### src/rtl/mem_arbiter_if.sv
// Requester and memory-side signals of the shared tagged 64-bit memory bus.
// The arbiter connects through the slave modport; requesters and memory use master.
interface mem_arbiter_if #(
  parameter int unsigned NREQ = 2
);
  logic [2*NREQ-1:0]  req_op;
  logic [20*NREQ-1:0] req_addr;
  logic [64*NREQ-1:0] req_wdata;
  logic [8*NREQ-1:0]  req_wtag;
  logic [NREQ-1:0]    req_wvalid;
  logic [NREQ-1:0]    gnt;
  logic [NREQ-1:0]    rd_ack;
  logic [NREQ-1:0]    ack;
  logic [63:0]        rdata;
  logic [7:0]         rtag;
  logic [63:0]        m_ad;
  logic [7:0]         m_tag;
  logic               m_astb;
  logic               m_atomic;
  logic               m_rd;
  logic               m_wr;
  logic [63:0]        m_data;
  logic [7:0]         m_itag;

  modport slave (
    input  req_op, req_addr, req_wdata, req_wtag, req_wvalid, m_data, m_itag,
    output gnt, rd_ack, ack, rdata, rtag, m_ad, m_tag, m_astb, m_atomic, m_rd, m_wr
  );

  modport master (
    output req_op, req_addr, req_wdata, req_wtag, req_wvalid, m_data, m_itag,
    input  gnt, rd_ack, ack, rdata, rtag, m_ad, m_tag, m_astb, m_atomic, m_rd, m_wr
  );
endinterface

### src/rtl/mem_arbiter.sv
// Round-robin arbiter sharing one tagged memory bus between NREQ requesters;
// sequences read, write and locked read-modify-write transactions onto the strobes.
module mem_arbiter #(
  parameter int unsigned NREQ   = 2,
  parameter int unsigned RD_LAT = 1
) (
  input logic          clk,
  input logic          reset,
  mem_arbiter_if.slave bus
);
  localparam int unsigned IW  = (NREQ > 1) ? $clog2(NREQ) : 1;
  localparam int unsigned IWP = IW + 1;
  localparam int unsigned CW  = (RD_LAT > 1) ? $clog2(RD_LAT) : 1;
  localparam int unsigned AW  = 20;
  localparam int unsigned DW  = 64;
  localparam int unsigned TW  = 8;

  localparam logic [1:0] OP_NONE = 2'b00;
  localparam logic [1:0] OP_WR   = 2'b10;
  localparam logic [1:0] OP_AT   = 2'b11;

  typedef enum logic [2:0] {IDLE, ADDR, RD, RWAIT, WHOLD, WR, DONE} state_e;

  state_e          state_q;
  logic [IW-1:0]   owner_q, last_q;
  logic [1:0]      op_q;
  logic [DW-1:0]   wdata_q;
  logic [TW-1:0]   wtag_q;
  logic [CW-1:0]   cnt_q;
  logic            whold_first_q;
  logic [NREQ-1:0] gnt_q, rd_ack_q, ack_q;
  logic [DW-1:0]   rdata_q, m_ad_q;
  logic [TW-1:0]   rtag_q, m_tag_q;
  logic            m_astb_q, m_atomic_q, m_rd_q, m_wr_q;

  logic [1:0]    op_a    [NREQ];
  logic [AW-1:0] addr_a  [NREQ];
  logic [DW-1:0] wdata_a [NREQ];
  logic [TW-1:0] wtag_a  [NREQ];
  logic          wvld_a  [NREQ];

  for (genvar g = 0; g < NREQ; g++) begin : g_unpack
    assign op_a[g]    = bus.req_op[2*g +: 2];
    assign addr_a[g]  = bus.req_addr[AW*g +: AW];
    assign wdata_a[g] = bus.req_wdata[DW*g +: DW];
    assign wtag_a[g]  = bus.req_wtag[TW*g +: TW];
    assign wvld_a[g]  = bus.req_wvalid[g];
  end

  // Round-robin scan starting just past the last owner.
  logic [IW-1:0] pick_d;
  logic          pick_vld_d;
  logic [IW:0]   scan_idx;

  always_comb begin
    pick_d     = last_q;
    pick_vld_d = 1'b0;
    scan_idx   = '0;
    for (int unsigned i = 1; i <= NREQ; i++) begin
      scan_idx = IWP'(last_q) + IWP'(i);
      if (scan_idx >= IWP'(NREQ)) scan_idx = scan_idx - IWP'(NREQ);
      if (!pick_vld_d && op_a[scan_idx[IW-1:0]] != OP_NONE) begin
        pick_vld_d = 1'b1;
        pick_d     = scan_idx[IW-1:0];
      end
    end
  end

  always_ff @(posedge clk or posedge reset) begin
    if (reset) begin
      state_q       <= IDLE;
      owner_q       <= '0;
      last_q        <= IW'(NREQ - 1);
      op_q          <= OP_NONE;
      wdata_q       <= '0;
      wtag_q        <= '0;
      cnt_q         <= '0;
      whold_first_q <= 1'b0;
      gnt_q         <= '0;
      rd_ack_q      <= '0;
      ack_q         <= '0;
      rdata_q       <= '0;
      rtag_q        <= '0;
      m_ad_q        <= '0;
      m_tag_q       <= '0;
      m_astb_q      <= 1'b0;
      m_atomic_q    <= 1'b0;
      m_rd_q        <= 1'b0;
      m_wr_q        <= 1'b0;
    end else begin
      rd_ack_q <= '0;
      ack_q    <= '0;
      case (state_q)
        IDLE: begin
          if (pick_vld_d) begin
            owner_q    <= pick_d;
            last_q     <= pick_d;
            op_q       <= op_a[pick_d];
            wdata_q    <= wdata_a[pick_d];
            wtag_q     <= wtag_a[pick_d];
            gnt_q      <= NREQ'(1) << pick_d;
            m_astb_q   <= 1'b1;
            m_ad_q     <= DW'(addr_a[pick_d]);
            m_atomic_q <= (op_a[pick_d] == OP_AT);
            state_q    <= ADDR;
          end
        end
        ADDR: begin
          m_astb_q <= 1'b0;
          if (op_q == OP_WR) begin
            m_wr_q  <= 1'b1;
            m_ad_q  <= wdata_q;
            m_tag_q <= wtag_q;
            state_q <= WR;
          end else begin
            m_ad_q  <= '0;
            m_rd_q  <= 1'b1;
            state_q <= RD;
          end
        end
        RD: begin
          m_rd_q  <= 1'b0;
          cnt_q   <= CW'(RD_LAT - 1);
          state_q <= RWAIT;
        end
        RWAIT: begin
          if (cnt_q == '0) begin
            rdata_q  <= bus.m_data;
            rtag_q   <= bus.m_itag;
            rd_ack_q <= gnt_q;
            if (op_q == OP_AT) begin
              whold_first_q <= 1'b1;
              state_q       <= WHOLD;
            end else begin
              ack_q   <= gnt_q;
              state_q <= DONE;
            end
          end else begin
            cnt_q <= cnt_q - CW'(1);
          end
        end
        // Bus stays locked; the owner supplies new data or withdraws.
        WHOLD: begin
          whold_first_q <= 1'b0;
          if (!whold_first_q) begin
            if (wvld_a[owner_q]) begin
              m_wr_q  <= 1'b1;
              m_ad_q  <= wdata_a[owner_q];
              m_tag_q <= wtag_a[owner_q];
              state_q <= WR;
            end else if (op_a[owner_q] == OP_NONE) begin
              gnt_q      <= '0;
              m_atomic_q <= 1'b0;
              state_q    <= IDLE;
            end
          end
        end
        WR: begin
          m_wr_q     <= 1'b0;
          m_ad_q     <= '0;
          m_tag_q    <= '0;
          m_atomic_q <= 1'b0;
          ack_q      <= gnt_q;
          state_q    <= DONE;
        end
        DONE: begin
          gnt_q   <= '0;
          state_q <= IDLE;
        end
        default: state_q <= IDLE;
      endcase
    end
  end

  assign bus.gnt      = gnt_q;
  assign bus.rd_ack   = rd_ack_q;
  assign bus.ack      = ack_q;
  assign bus.rdata    = rdata_q;
  assign bus.rtag     = rtag_q;
  assign bus.m_ad     = m_ad_q;
  assign bus.m_tag    = m_tag_q;
  assign bus.m_astb   = m_astb_q;
  assign bus.m_atomic = m_atomic_q;
  assign bus.m_rd     = m_rd_q;
  assign bus.m_wr     = m_wr_q;
endmodule
### src/flat_wrapper.sv
// flat-port wrapper written by rule: the top's interface ports become plain ports
module mem_arbiter_flat 
#(
  parameter int unsigned NREQ   = 2,
  parameter int unsigned RD_LAT = 1
)
  (clk, reset, bus_req_op, bus_req_addr, bus_req_wdata, bus_req_wtag, bus_req_wvalid, bus_m_data, bus_m_itag, bus_gnt, bus_rd_ack, bus_ack, bus_rdata, bus_rtag, bus_m_ad, bus_m_tag, bus_m_astb, bus_m_atomic, bus_m_rd, bus_m_wr);
  mem_arbiter_if #(.NREQ(NREQ)) bus_i ();
  input logic clk;
  input logic reset;
  input wire logic [$bits(bus_i.req_op)-1:0] bus_req_op;
  input wire logic [$bits(bus_i.req_addr)-1:0] bus_req_addr;
  input wire logic [$bits(bus_i.req_wdata)-1:0] bus_req_wdata;
  input wire logic [$bits(bus_i.req_wtag)-1:0] bus_req_wtag;
  input wire logic [$bits(bus_i.req_wvalid)-1:0] bus_req_wvalid;
  input wire logic [$bits(bus_i.m_data)-1:0] bus_m_data;
  input wire logic [$bits(bus_i.m_itag)-1:0] bus_m_itag;
  output wire logic [$bits(bus_i.gnt)-1:0] bus_gnt;
  output wire logic [$bits(bus_i.rd_ack)-1:0] bus_rd_ack;
  output wire logic [$bits(bus_i.ack)-1:0] bus_ack;
  output wire logic [$bits(bus_i.rdata)-1:0] bus_rdata;
  output wire logic [$bits(bus_i.rtag)-1:0] bus_rtag;
  output wire logic [$bits(bus_i.m_ad)-1:0] bus_m_ad;
  output wire logic [$bits(bus_i.m_tag)-1:0] bus_m_tag;
  output wire logic [$bits(bus_i.m_astb)-1:0] bus_m_astb;
  output wire logic [$bits(bus_i.m_atomic)-1:0] bus_m_atomic;
  output wire logic [$bits(bus_i.m_rd)-1:0] bus_m_rd;
  output wire logic [$bits(bus_i.m_wr)-1:0] bus_m_wr;
  assign bus_i.req_op = bus_req_op;
  assign bus_i.req_addr = bus_req_addr;
  assign bus_i.req_wdata = bus_req_wdata;
  assign bus_i.req_wtag = bus_req_wtag;
  assign bus_i.req_wvalid = bus_req_wvalid;
  assign bus_i.m_data = bus_m_data;
  assign bus_i.m_itag = bus_m_itag;
  assign bus_gnt = bus_i.gnt;
  assign bus_rd_ack = bus_i.rd_ack;
  assign bus_ack = bus_i.ack;
  assign bus_rdata = bus_i.rdata;
  assign bus_rtag = bus_i.rtag;
  assign bus_m_ad = bus_i.m_ad;
  assign bus_m_tag = bus_i.m_tag;
  assign bus_m_astb = bus_i.m_astb;
  assign bus_m_atomic = bus_i.m_atomic;
  assign bus_m_rd = bus_i.m_rd;
  assign bus_m_wr = bus_i.m_wr;
  mem_arbiter #(.NREQ(NREQ), .RD_LAT(RD_LAT)) u_core (.clk(clk), .reset(reset), .bus(bus_i));
endmodule
### config.mk
export PLATFORM = sky130hd
export DESIGN_NAME = mem_arbiter_flat
export DESIGN_NICKNAME = d
export VERILOG_FILES = /design/src/rtl/mem_arbiter_if.sv /design/src/rtl/mem_arbiter.sv /design/src/flat_wrapper.sv
export SDC_FILE = /design/constraint.sdc
export NUM_CORES = 1
export LEC_CHECK = 0
export BUFFER_PORTS_ARGS = -buffer_cell sky130_fd_sc_hd__buf_2
export CORE_AREA = 2 2 164 166
export DETAILED_ROUTE_END_ITERATION = 7
export DIE_AREA = 0 0 166 168
export GPL_ROUTABILITY_DRIVEN = 0
export PLACE_DENSITY = 0.8
export SETUP_SLACK_MARGIN = 0.3
export SYNTH_ARGS = -nofsm -noshare
export SYNTH_HDL_FRONTEND = slang
export SYNTH_SLANG_ARGS = --single-unit
### constraint.sdc
create_clock -name clk -period 15.7 [get_ports clk]
set_clock_uncertainty 0.1 [all_clocks]
set_input_delay 0.785 -clock clk [delete_from_list [all_inputs] [get_ports clk]]
set_output_delay 0.785 -clock clk [all_outputs]
set_load 0.1 [all_outputs]
==> metrics.md <==
| Metric | Value |
|---|---|
| Status | `finished, final reports clean` |
| Max-slew violations | `0` |
| Most common cell after layout, fill and taps aside | `buf_2` |
| Post-CTS Hold Buffers | `0` |
| R2R setup slack | `approximately 13 ns` |
| Global Route met2 Usage | `0.433` |
| Met1 Track Usage GR | `0.291` |
| Post-synth EDFFs | `0` |
| Hold Crit Class | `in2async` |
| Setup TNS | `0 ns` |
| Vias in the first global route | `10500` |
| Layout cells sized above 1 | `0.467` |
| Crit path buf inv count | `1` |
| Top FF cell, synth | `dfrtp_1` |
| CTS tree | `yes` |
| Mapped Area | `0.0115 mm²` |
| Initial antenna violation count | `5` |
| Core Region | `0.0264 mm²` |
| Die area | `0.0279 mm²` |
| Post-CTS setup buffers | `0` |
| Worst path depth | `5` |
| Die Ht | `168 µm` |
| Layout area overhead | `26.9%` |
| Routed vias | `10200` |
| Synth cell types | `42` |
| Final hold viol count | `0` |
| H-tree depth | `1` |
| Vias per cell | `5.67` |
| Residual DRC | `0` |
| Min Tclk post-route | `3.14 ns` |
| Synth warn | `0` |
| Row count | `60` |
| Clock transition at the registers of the reported paths | `0.06 ns` |
| WHS | `around 0.27 ns` |
| Worst path max stage delay | `around 0.90 ns` |
| Maxcap violations | `0` |
| Relative slew slack | `0.255` |
| CTS resizes | `0` |
| Largest net degree at the start of global routing | `approximately 110` |
| Final #Nets | `1690` |
| RSZ-0062 raised after global routing | `no` |
| Slew @ Worst Pin | `between 1 and 1.5 ns` |
| Final Cycle Share | `0.200` |
| Crit-path cells | `mux2_2, a221oi_2, buf_4, or2_4, o41ai_1` |
| Grt ovf | `0` |
| Crit-path max FO | `64` |
| Slowest-stage cell, CP | `or2_4` |
| Commonest cells after routing, fill and taps aside | `buf_2 (417), dfrtp_1 (232), nand2_1 (162), mux2_2 (146), nor2_1 (80)` |
| Syn Nets | `1322` |
| Crit path kind | `reg2reg` |
| Final setup violation count | `0` |
| Seq cells post-synth | `around 230` |
| Async S/R FF share, synth | `1.00` |
| Met3 usage | `0.0534` |
| CP Capture Type | `flip-flop` |
| Antenna-violating nets left | `0` |
| Drt wl/cell | `19.6 µm` |
| Clk Tree Root Cell | `clkbuf_16` |
| Worst-Skew Late Latency | `0.52 ns` |
| Cell count after synthesis | `1058` |
| GRT busiest layer | `met2` |
| Num CTS Buffers | `27` |
| Drt first-iter violations | `around 1100` |
| Hpwl dp | `23400 µm` |
| First-pass GRT wire length | `55100 µm` |
| WP data required | `15.94 ns` |
| Crit. Startpoint | `u_core.owner_q` |
| Cells after DPL | `1738` |
| CP Launch Type | `flip-flop` |
| Sequential fraction of the synthesis area | `0.509` |
| Die Wd | `166 µm` |
| CP arrival | `roughly 3.4 ns` |
| Non-Filler Instances | `roughly 1800` |
| Crit path to | `u_core.bus.m_ad[11]` |
| Reg2reg start | `u_core.owner_q` |
| Clk sinks | `234` |
| FF-to-FF End | `u_core.bus.m_ad[11]` |
| Starting density of the core | `0.436` |
| PortBufs | `~420` |
| GRT Util Overall | `0.242` |
| Drt total wl | `35100 µm` |
| Avg Cell Area, Syn | `about 11 µm²` |
| Largest buffer count on any clock path | `3` |
| Maximum clock frequency | `318 MHz` |
| Worst path top cell family by delay | `simple AND/OR/NAND/NOR gates` |
| I/O pin count | `418` |
| Detailed Routing Iterations Pass 1 | `5` |
| Worst Reg-to-Reg Cells | `5` |
layer usage:
layer,vias up,wire length [µm]
met2,509,17900
met3,55,2920
met5,-,0
li1,4610,-
met4,0,837
met1,4980,13400
Yosys cell counts, types with 21 or more instances:
| cell | instances | share of area |
|---|---|---|
| nand2_1 | 163 | 0.053 |
| mux2_2 | 146 | 0.14 |
| a221oi_1 | 21 | 0.016 |
| a31oi_1 | 75 | 0.041 |
| nor3_1 | 44 | 0.019 |
| o2bb2ai_2 | 40 | 0.052 |
| a22oi_1 | 44 | 0.029 |
| clkbuf_1 | 62 | 0.020 |
| dfrtp_1 | 233 | 0.51 |
| nor2_1 | 81 | 0.026 |
| o21ai_0 | 39 | 0.017 |
| buf_2 | 22 | 0.0096 |
worst min path at each step:
| stage | cells past startpoint | endpoint | slack, ns | start |
|---|---|---|---|---|
| final | 2 | u_core.bus.m_ad[28] | 0.27 | reset |
| after global routing | 2 | u_core.bus.m_tag[0] | 0.31 | reset |
| after CTS | 2 | u_core.bus.m_tag[0] | 0.31 | reset |
| after detailed placement | 1 | u_core.bus.m_ad[52] | 0.38 | u_core.bus.m_ad[52] |
| after global placement | 1 | u_core.bus.m_ad[62] | 0.37 | u_core.bus.m_ad[62] |
| after floorplan | 1 | u_core.op_q[1] | 0.38 | u_core.op_q[1] |
per-stage QoR:
| stage | util | instance area, µm² | worst slack [ns] |
|---|---|---|---|
| 5_1_grt | 0.554 | 14600 | 12.36 |
| 6_report | 0.554 | 14600 | 12.56 |
| 3_5_place_dp | 0.520 | 13700 | 12.02 |
| 4_1_cts | 0.553 | 14600 | 12.54 |
| 2_1_floorplan | - | 11500 | 8.40 |
| 3_3_place_gp | 0.520 | 13700 | 12.22 |
cell type report:
type	count	area (µm²)
Inverter	8	37.5
Antenna cell	5	12.5
Sequential cell	234	5860
Clock inverter	14	158
Timing Repair Buffer	431	2190
Tap cell	341	427
Clock buffer	35	726
Multi-Input combinational cell	724	5180
Fill cell	2288	11800
kinds of logic after synthesis:
family / after synthesis / synth area share
simple gates: 307 / 0.110
compound gates: 262 / 0.186
flops: 234 / 0.509
mux: 155 / 0.151
buf+inv: 100 / 0.0437
registers in the layout, indices dropped and copies added, names as in the netlist, 2 cells and up:
register	cells
u_core.bus.m_tag	8
u_core.bus.ack	2
u_core.bus.gnt	2
u_core.wtag_q	8
u_core.wdata_q	64
u_core.state_q	3
u_core.op_q	2
u_core.bus.rdata	64
u_core.bus.rd_ack	2
u_core.bus.rtag	8
u_core.bus.m_ad	64
worst reg2reg max path, delay by kind of cell (launching register included):
kind                   cells  cell delay (ns)
buffers and inverters      1             0.27
multiplexers               1             0.45
AO/OA/AOI/OAI              2             0.47
AND/OR/NAND/NOR            1             0.90
flip-flops                 1             0.78
Power is not shown: default switching activity piles up to over one toggle a cycle in this logic, so the estimate is an artifact.
